===== src/rtl/ascon_block_packer_if.sv =====
// Byte-stream in / block-out bus between the ASCON feeder and its neighbours.
// master drives bytes and block flow control; slave is the packer.
interface ascon_block_packer_if #(
    parameter int RATE_BYTES = 16
);
    logic [7:0]              byte_i;
    logic                    byte_valid_i;
    logic                    byte_last_i;
    logic                    byte_empty_i;
    logic                    byte_ready_o;
    logic                    blk_ready_i;
    logic [8*RATE_BYTES-1:0] data_o;
    logic                    data_valid_o;
    logic                    data_last_o;
    logic                    data_type_o;
    logic                    busy_o;

    modport master (
        output byte_i, byte_valid_i, byte_last_i, byte_empty_i, blk_ready_i,
        input  byte_ready_o, data_o, data_valid_o, data_last_o, data_type_o, busy_o
    );

    modport slave (
        input  byte_i, byte_valid_i, byte_last_i, byte_empty_i, blk_ready_i,
        output byte_ready_o, data_o, data_valid_o, data_last_o, data_type_o, busy_o
    );
endinterface


===== src/rtl/ascon_block_packer.sv =====
// Packs an AD-then-PT byte stream into little-endian rate blocks with 10* padding
// and hands each block to the ASCON core as a one-cycle pulse.
module ascon_block_packer #(
    parameter int RATE_BYTES = 16
) (
    input  logic                 clock_i,
    input  logic                 reset_i,
    ascon_block_packer_if.slave  bus
);
    localparam int BW = 8 * RATE_BYTES;
    localparam int CW = $clog2(RATE_BYTES);

    typedef enum logic [1:0] {COLLECT, HOLD, EMIT} state_t;

    state_t          state, state_nxt;
    logic [CW-1:0]   cnt;
    logic [BW-1:0]   acc;
    logic [BW-1:0]   data_q;
    logic [BW-1:0]   block_nxt;
    logic            phase;
    logic            last_q;
    logic            type_q;
    logic            pad_pend;

    logic            accept;
    logic            is_empty;
    logic            full;
    logic            skip_ad;
    logic            go_hold;
    logic            padded;
    int              pad_pos;

    // NOTE: every signal written in an always_comb gets a default first, so no latch is inferred.
    always_comb begin
        accept   = (state == COLLECT) && bus.byte_valid_i;
        is_empty = bus.byte_last_i && bus.byte_empty_i;
        full     = (cnt == CW'(RATE_BYTES - 1));
        // An empty AD phase produces no block at all; an empty PT phase still needs the pad block.
        skip_ad  = accept && is_empty && (cnt == '0) && !phase;
        go_hold  = accept && !skip_ad && (bus.byte_last_i || full);
        padded   = is_empty || (bus.byte_last_i && !full);
        pad_pos  = int'(cnt) + (is_empty ? 0 : 1);

        block_nxt = acc;
        if (!is_empty)
            block_nxt[8*cnt +: 8] = bus.byte_i;
        if (padded) begin
            for (int i = 0; i < RATE_BYTES; i++) begin
                if (i == pad_pos)
                    block_nxt[8*i +: 8] = 8'h01;
                else if (i > pad_pos)
                    block_nxt[8*i +: 8] = 8'h00;
            end
        end
    end

    // NOTE: sequential state uses non-blocking assignments so all registers update together.
    always_ff @(posedge clock_i or posedge reset_i) begin
        if (reset_i)
            state <= COLLECT;
        else
            state <= state_nxt;
    end

    always_comb begin
        state_nxt = state;
        case (state)
            COLLECT: if (go_hold)         state_nxt = HOLD;
            HOLD:    if (bus.blk_ready_i) state_nxt = EMIT;
            EMIT:    state_nxt = pad_pend ? HOLD : COLLECT;
            default: state_nxt = COLLECT;
        endcase
    end

    always_comb begin
        bus.byte_ready_o = (state == COLLECT);
        bus.data_valid_o = (state == EMIT);
        bus.busy_o       = (state != COLLECT) || (cnt != '0);
        bus.data_o       = data_q;
        bus.data_last_o  = last_q;
        bus.data_type_o  = type_q;
    end

    always_ff @(posedge clock_i or posedge reset_i) begin
        if (reset_i) begin
            cnt      <= '0;
            data_q   <= '0;
            phase    <= 1'b0;
            last_q   <= 1'b0;
            type_q   <= 1'b0;
            pad_pend <= 1'b0;
        end else begin
            case (state)
                COLLECT: begin
                    if (skip_ad) begin
                        phase <= 1'b1;
                    end else if (go_hold) begin
                        data_q   <= block_nxt;
                        last_q   <= padded;
                        type_q   <= phase;
                        pad_pend <= full && bus.byte_last_i && !is_empty;
                        cnt      <= '0;
                    end else if (accept) begin
                        cnt <= cnt + CW'(1);
                    end
                end
                EMIT: begin
                    if (pad_pend) begin
                        data_q   <= BW'(1);
                        last_q   <= 1'b1;
                        pad_pend <= 1'b0;
                    end else if (last_q) begin
                        phase <= ~phase;
                    end
                end
                default: ;
            endcase
        end
    end

    // NOTE: the byte accumulator is plain storage and is not reset; cnt alone decides which bytes are live.
    always_ff @(posedge clock_i) begin
        if (accept && !is_empty && !go_hold)
            acc[8*cnt +: 8] <= bus.byte_i;
    end
endmodule


===== src/flat_wrapper.sv =====
// flat-port wrapper written by rule: the top's interface ports become plain ports
module ascon_block_packer_flat 
#(
    parameter int RATE_BYTES = 16
)
  (clock_i, reset_i, bus_byte_i, bus_byte_valid_i, bus_byte_last_i, bus_byte_empty_i, bus_blk_ready_i, bus_byte_ready_o, bus_data_o, bus_data_valid_o, bus_data_last_o, bus_data_type_o, bus_busy_o);
  ascon_block_packer_if #(.RATE_BYTES(RATE_BYTES)) bus_i ();
  input  logic clock_i;
  input  logic reset_i;
  input wire logic [$bits(bus_i.byte_i)-1:0] bus_byte_i;
  input wire logic [$bits(bus_i.byte_valid_i)-1:0] bus_byte_valid_i;
  input wire logic [$bits(bus_i.byte_last_i)-1:0] bus_byte_last_i;
  input wire logic [$bits(bus_i.byte_empty_i)-1:0] bus_byte_empty_i;
  input wire logic [$bits(bus_i.blk_ready_i)-1:0] bus_blk_ready_i;
  output wire logic [$bits(bus_i.byte_ready_o)-1:0] bus_byte_ready_o;
  output wire logic [$bits(bus_i.data_o)-1:0] bus_data_o;
  output wire logic [$bits(bus_i.data_valid_o)-1:0] bus_data_valid_o;
  output wire logic [$bits(bus_i.data_last_o)-1:0] bus_data_last_o;
  output wire logic [$bits(bus_i.data_type_o)-1:0] bus_data_type_o;
  output wire logic [$bits(bus_i.busy_o)-1:0] bus_busy_o;
  assign bus_i.byte_i = bus_byte_i;
  assign bus_i.byte_valid_i = bus_byte_valid_i;
  assign bus_i.byte_last_i = bus_byte_last_i;
  assign bus_i.byte_empty_i = bus_byte_empty_i;
  assign bus_i.blk_ready_i = bus_blk_ready_i;
  assign bus_byte_ready_o = bus_i.byte_ready_o;
  assign bus_data_o = bus_i.data_o;
  assign bus_data_valid_o = bus_i.data_valid_o;
  assign bus_data_last_o = bus_i.data_last_o;
  assign bus_data_type_o = bus_i.data_type_o;
  assign bus_busy_o = bus_i.busy_o;
  ascon_block_packer #(.RATE_BYTES(RATE_BYTES)) u_core (.clock_i(clock_i), .reset_i(reset_i), .bus(bus_i));
endmodule

===== config.mk =====
export PLATFORM = sky130hd
export DESIGN_NAME = ascon_block_packer_flat
export DESIGN_NICKNAME = d
export VERILOG_FILES = /design/src/rtl/ascon_block_packer_if.sv /design/src/rtl/ascon_block_packer.sv /design/src/flat_wrapper.sv
export SDC_FILE = /design/constraint.sdc
export NUM_CORES = 1
export LEC_CHECK = 0
export ABC_CLOCK_PERIOD_IN_PS = 8160
export CORE_UTILIZATION = 51
export DETAILED_ROUTE_END_ITERATION = 10
export HOLD_SLACK_MARGIN = 0.12
export PLACE_DENSITY = 0.76
export SYNTH_ARGS = -nofsm -noshare
export SYNTH_HDL_FRONTEND = slang
export SYNTH_SLANG_ARGS = --single-unit

===== constraint.sdc =====
create_clock -name clock_i -period 8.16 [get_ports clock_i]
set_clock_uncertainty 0.15 [all_clocks]
set_input_delay 1.632 -clock clock_i [delete_from_list [all_inputs] [get_ports clock_i]]
set_output_delay 1.632 -clock clock_i [all_outputs]
set_load 0.03 [all_outputs]

==> flow_summary.json, run 1 <==
{
  "maxCapViolCount": 0,
  "holdCritPathClass": "reg -> reg",
  "grt_max_degree": 94,
  "htreeDepth": 1,
  "synth_top_area_share_pct": 29.95,
  "setup_viol": 0,
  "core_sq_mm": 0.02453,
  "grt.met2_usage_pct": 41.48,
  "min_path_cells": 2,
  "required_ns": 8.39,
  "startpoint": "bus_byte_last_i",
  "grtUsageMet1_pct": 37.66,
  "crit_top_cell": "ha_1",
  "slowest_stage": "clkdlybuf4s50_1",
  "synthCells": 1235,
  "max_stage_delay_ns": 0.73,
  "floorplan.initialDensity_pct": 52.31,
  "p_total_w": 0.005571,
  "grt_overflow_total": 0,
  "post_cts_buffers": 0,
  "hold_viol_final": 0,
  "outcome": "complete, no violations",
  "synth.most_common_cell": "nand2_1",
  "synth_top_cell_by_area": "edfxtp_1",
  "place.gp.congestion": 0.9422,
  "fin_crit_ns": 5.091,
  "grt.busiest_layer": "met2",
  "clk_pin_slew_worst_paths_ns": 0.06,
  "utilization_pct": 62.10,
  "die_w_microns": 160.6,
  "yosysWarnings": 0,
  "r2r_slack_ns": 4.32,
  "end_kind": "register",
  "synth_cell_types": 75,
  "drive_above_1_share_pct": 7.749,
  "ys_seq_area_share_pct": 56.86,
  "grt_pass1_vias": 9449,
  "synth_commonest_cells": "nand2_1, o21ai_0, dfrtp_1",
  "area_growth_pct": 18.72,
  "worst_pin_slew_ns": 1.278,
  "antenna-diode-count": 0,
  "worst_setup_path_start_kind": "input port",
  "die_y_microns": 160.6,
  "synth_ff_type": "dfrtp_1",
  "hpwl_microns": 22560,
  "drt_iter0_markers": 963,
  "cts_buffers": 27,
  "grt_pass1_wl_microns": 53220,
  "syn_avg_cell_area_sq_um": 10.39,
  "setup_tns_ns": 0,
  "port_buffers": 146,
  "rsz0062_at_grt": "no",
  "drtPass1Iterations": 7,
  "worst_path_dominant_cell_family": "simple AND/OR/NAND/NOR gates",
  "reg2reg_to": "u_core.bus.data_o[122]$_DFFE_PP0P_",
  "die-area_sq_mm": 0.02580,
  "fin_ws_ns": 3.069,
  "vias": 9769,
  "ys_seq_elements": 266,
  "maxSlewViolCount": 0,
  "viasPerCell": 5.774,
  "r2r_start": "u_core.cnt[2]$_DFFE_PP0P_",
  "timing.fmax_mhz": 196.4,
  "crit_end": "u_core.bus.data_o[48]$_DFFE_PP0P_",
  "crit_buf_inv": 2,
  "clock_path_buffers": 3,
  "num_rows": 57,
  "ir_drop_mv": 0.1982,
  "drc": 0,
  "synthArstFlopShare_pct": 51.88,
  "hold_buffers": 0,
  "cts_tree": "yes",
  "ios": 147,
  "fin_nets": 1369,
  "p_leak_nw": 6.132,
  "relSlewSlack_pct": 14.32,
  "use_met3_pct": 3.822,
  "path_class": "in -> reg",
  "synth_area_sq_mm": 0.01283,
  "ant_nets": 0,
  "yosys-top-cells-area": "edfxtp_1, dfrtp_1, nand2_1",
  "reg2reg_depth": 8,
  "path_depth": 10,
  "crit_chain": "clkdlybuf4s50_1 > and2_1 > inv_2 > ha_1 > ha_1 > nor2b_1 > a31oi_1 > nand2b_1 > o21ai_1 > o221ai_1",
  "critPathArrivalTime_ns": 5.32,
  "wl_per_cell_microns": 19.90,
  "synth_edf_count": 128,
  "dpl_worst_slack_ns": 2.626,
  "fin_crit_sh_pct": 62.39,
  "powerDensity_mw_per_mm2": 365.7,
  "drt_wl_total_microns": 33660,
  "grt.total_usage_pct": 26.33,
  "clock-sinks": 266,
  "grt_antenna_before_repair": 0,
  "cts_root_buf": "clkbuf_16",
  "clock_latency_ns": 0.54,
  "synthesis.nets": 1257,
  "crit_path_max_fanout": 17,
  "cts-resized-gates": 0
}
## layout by cell type (no fill, tap or decap), types with 4 or more instances in the layout
cell,count
dfrtp_1,138
a221o_1,7
mux2i_1,91
a21oi_1,40
ha_1,8
nand2b_1,7
o21ai_0,173
nand2_1,288
nor2_1,39
clkinv_2,7
clkbuf_16,27
o21ai_1,61
inv_1,19
a31oi_1,4
mux2_2,17
and2_1,18
nor2_4,4
o221ai_1,6
edfxtp_1,128
clkdlybuf4s50_1,146
and3_1,9
clkbuf_1,6
buf_4,6
nand3_1,23
clkinvlp_4,4
nor2b_1,8
## layer usage
metal  part of all wire (%)  vias up
li1                       -     4606
met1                     44     4716
met2                     46      378
met3                    7.5       69
met4                    2.9        0
met5                      0        -
## area by class of cell
type	count	area (sq um)
clock buffer	36	739.5
clock inverter	14	81.33
fill	2020	9299
inverter	21	83.83
multi-input combinational	878	5101
sequential	266	7297
tap	324	405.4
timing repair buffer	153	1526
## how the worst min path moves through the flow
stage / slack (ns) / start / endpoint
after floorplan: 0.33 / u_core.acc[121]$_DFFE_PP_ / u_core.bus.data_o[121]$_DFFE_PP0P_
after global placement: 0.31 / u_core.bus.data_o[117]$_DFFE_PP0P_ / u_core.bus.data_o[117]$_DFFE_PP0P_
after detailed placement: 0.32 / u_core.bus.data_o[66]$_DFFE_PP0P_ / u_core.bus.data_o[66]$_DFFE_PP0P_
after CTS: 0.33 / u_core.bus.data_o[66]$_DFFE_PP0P_ / u_core.bus.data_o[66]$_DFFE_PP0P_
after global routing: 0.36 / u_core.bus.data_o[117]$_DFFE_PP0P_ / u_core.bus.data_o[117]$_DFFE_PP0P_
final: 0.33 / u_core.bus.data_o[66]$_DFFE_PP0P_ / u_core.bus.data_o[66]$_DFFE_PP0P_
## power by group
group | internal, W | leakage, nW | switching, W
clock | 0.000638 | 0.397 | 0.000527
combinational | 0.000841 | 2.76 | 0.00148
sequential | 0.00182 | 2.97 | 0.000258
## cell families after synthesis
family                     Yosys count  synth area share (%)
and+or+nand+nor                    432                 15.37
xor gates and xnor gates             5                0.3999
DFF                                266                 56.86
adders and majority gates            8                0.7801
AOI/OAI and AO/OA                  323                 14.32
muxes                              110                 8.766
buffers and inverters               91                 3.500
## sequential cells by signal (all words and copies together), names as in the netlist
register / flops
u_core.acc: 128
u_core.bus.data_last_o: 1
u_core.bus.data_o: 128
u_core.bus.data_type_o: 1
u_core.cnt: 4
u_core.pad_pend: 1
u_core.phase: 1
u_core.state: 2
## per-stage QoR
step / hold WS, ns / area (sq um) / std cells
CTS: 0.3331 / 15230 / 1692
finish: 0.3266 / 15230 / 1692
detailed placement: 0.3197 / 14410 / 1642
global placement: 0.3136 / 14410 / 1642
floorplan: 0.3305 / 12830 / 1235
global route: 0.3582 / 15230 / 1692
## worst min-delay path, cell delays in order (launching register included)
cell     delay, ns
dfrtp_1       0.34
nand2_1       0.05
o21ai_0       0.06
(Power assumes the default switching activity.)
==> run 2: changes to the inputs <==
ABC_CLOCK_PERIOD_IN_PS = 4100   (was 8160)
clock period = 4.1 ns   (was 8.16 ns; I/O delays follow)
==> flow_summary.json, run 2 (synthesized netlist as in run 1, its figures left out) <==
{
  "worst_setup_path_start_kind": "register",
  "post_cts_buffers": 0,
  "hpwl_microns": 23110,
  "clock_latency_ns": 0.54,
  "cts_tree": "yes",
  "crit_buf_inv": 2,
  "drtPass1Iterations": 6,
  "p_leak_nw": 6.273,
  "num_rows": 57,
  "hold_buffers": 0,
  "clock_path_buffers": 3,
  "powerDensity_mw_per_mm2": 724.2,
  "port_buffers": 146,
  "die_y_microns": 160.6,
  "worst_pin_slew_ns": 0.9773,
  "cts-resized-gates": 0,
  "outcome": "complete, no violations",
  "r2r_slack_ns": 0.69,
  "hold_start": "u_core.bus.data_o[19]$_DFFE_PP0P_",
  "maxCapViolCount": 0,
  "grt.total_usage_pct": 26.18,
  "layout_common_cells": "nand2_1, o21ai_0, clkdlybuf4s50_1, dfrtp_1, edfxtp_1",
  "ios": 147,
  "reg2reg_to": "u_core.bus.data_o[104]$_DFFE_PP0P_",
  "cts_buffers": 27,
  "place.gp.congestion": 0.9359,
  "drt_iter0_markers": 906,
  "grt_pass1_wl_microns": 53100,
  "area_growth_pct": 20.48,
  "fin_ws_ns": 0.6863,
  "core_sq_mm": 0.02453,
  "dpl_worst_slack_ns": 0.2608,
  "drc": 0,
  "crit_chain": "inv_1 > ha_1 > nor2b_1 > o211a_1 > buf_4 > mux2_1 > a31oi_1 > o21ai_1",
  "path_class": "reg -> reg",
  "rsz0062_at_grt": "no",
  "holdCritPathClass": "reg -> reg",
  "hold_viol_final": 0,
  "vias": 9931,
  "ant_nets": 0,
  "die-area_sq_mm": 0.02580,
  "fin_nets": 1393,
  "clk_pin_slew_worst_paths_ns": 0.06,
  "fin_crit_ns": 3.414,
  "grt_pass1_vias": 9692,
  "die_w_microns": 160.6,
  "drive_above_1_share_pct": 9.195,
  "max_stage_delay_ns": 0.69,
  "hold-path-endpoint": "u_core.bus.data_o[19]$_DFFE_PP0P_",
  "floorplan.initialDensity_pct": 52.31,
  "grt_antenna_before_repair": 0,
  "fin_crit_sh_pct": 83.26,
  "htreeDepth": 1,
  "grt_overflow_total": 0,
  "reg2reg_depth": 8,
  "crit_path_max_fanout": 15,
  "worst_path_dominant_cell_family": "flip-flops",
  "drt_wl_total_microns": 33410,
  "grt_max_degree": 93,
  "slowest_stage": "dfrtp_1",
  "maxSlewViolCount": 0,
  "critPathArrivalTime_ns": 3.66,
  "ir_drop_mv": 0.4547,
  "min_path_cells": 2,
  "cts_root_buf": "clkbuf_16",
  "required_ns": 4.35,
  "setup_tns_ns": 0,
  "setup_viol": 0,
  "timing.fmax_mhz": 292.9,
  "final_common_cell": "nand2_1",
  "antenna-diode-count": 0,
  "end_kind": "register",
  "wl_per_cell_microns": 19.47,
  "r2r_start": "u_core.cnt[3]$_DFFE_PP0P_",
  "clock-sinks": 266,
  "viasPerCell": 5.787,
  "relSlewSlack_pct": 34.64
}
run 2: worst max path at each step:
| stage | startpoint | endpoint | slack [ns] | cells past startpoint |
|---|---|---|---|---|
| finish | u_core.cnt[3]$_DFFE_PP0P_ | u_core.bus.data_o[104]$_DFFE_PP0P_ | 0.69 | 8 |
| global route | u_core.cnt[3]$_DFFE_PP0P_ | u_core.bus.data_o[113]$_DFFE_PP0P_ | 0.49 | 7 |
| CTS | u_core.cnt[3]$_DFFE_PP0P_ | u_core.bus.data_o[104]$_DFFE_PP0P_ | 0.73 | 8 |
| detailed placement | bus_byte_empty_i | u_core.bus.data_o[34]$_DFFE_PP0P_ | 0.26 | 10 |
| global placement | bus_byte_empty_i | u_core.bus.data_o[39]$_DFFE_PP0P_ | 0.38 | 10 |
| floorplan | u_core.cnt[0]$_DFFE_PP0P_ | u_core.cnt[0]$_DFFE_PP0P_ | 0.01 | 8 |
run 2: worst reg2reg max path, cell delays in order (launching register included):
cell	delay, ns
dfrtp_1	0.69
inv_1	0.22
ha_1	0.65
nor2b_1	0.39
o211a_1	0.20
buf_4	0.19
mux2_1	0.38
a31oi_1	0.31
o21ai_1	0.09
run 2: layout make-up:
| type | count | area, sq um |
|---|---|---|
| Clock buffer | 37 | 753.2 |
| Fill cell | 2015 | 9074 |
| Clock inverter | 13 | 87.58 |
| Multi-Input combinational cell | 878 | 5101 |
| Inverter | 21 | 82.58 |
| Timing Repair Buffer | 177 | 1732 |
| Tap cell | 324 | 405.4 |
| Sequential cell | 266 | 7298 |
run 2: metal layers:
| layer | up-vias | share of wire [%] | GRT usage [%] |
|---|---|---|---|
| li1 | 4648 | - | - |
| met1 | 4786 | 42 | 36.17 |
| met2 | 414 | 47 | 41.68 |
| met3 | 83 | 8.2 | 4.571 |
| met4 | 0 | 3.3 | 9.394 |
| met5 | - | 0 | 0 |
run 2: metrics by stage:
| stage | power [W] | hold slack (ns) | area [sq um] | std cells | utilization, % |
|---|---|---|---|---|---|
| 3_3_place_gp | 0.008760 | 0.3126 | 14620 | 1666 | 59.59 |
| 6_report | 0.01120 | 0.3252 | 15460 | 1716 | 63.02 |
| 4_1_cts | 0.01124 | 0.3327 | 15460 | 1716 | 63.02 |
| 5_1_grt | 0.01174 | 0.3568 | 15460 | 1716 | 63.02 |
| 3_5_place_dp | 0.008873 | 0.3194 | 14620 | 1666 | 59.59 |
| 2_1_floorplan | 0.006984 | 0.3305 | 12840 | 1235 | - |
run 2: power breakdown:
| part | switching [W] | internal [W] |
|---|---|---|
| logic | 0.00300 | 0.00174 |
| clock network | 0.00101 | 0.00134 |
| registers | 0.000471 | 0.00363 |
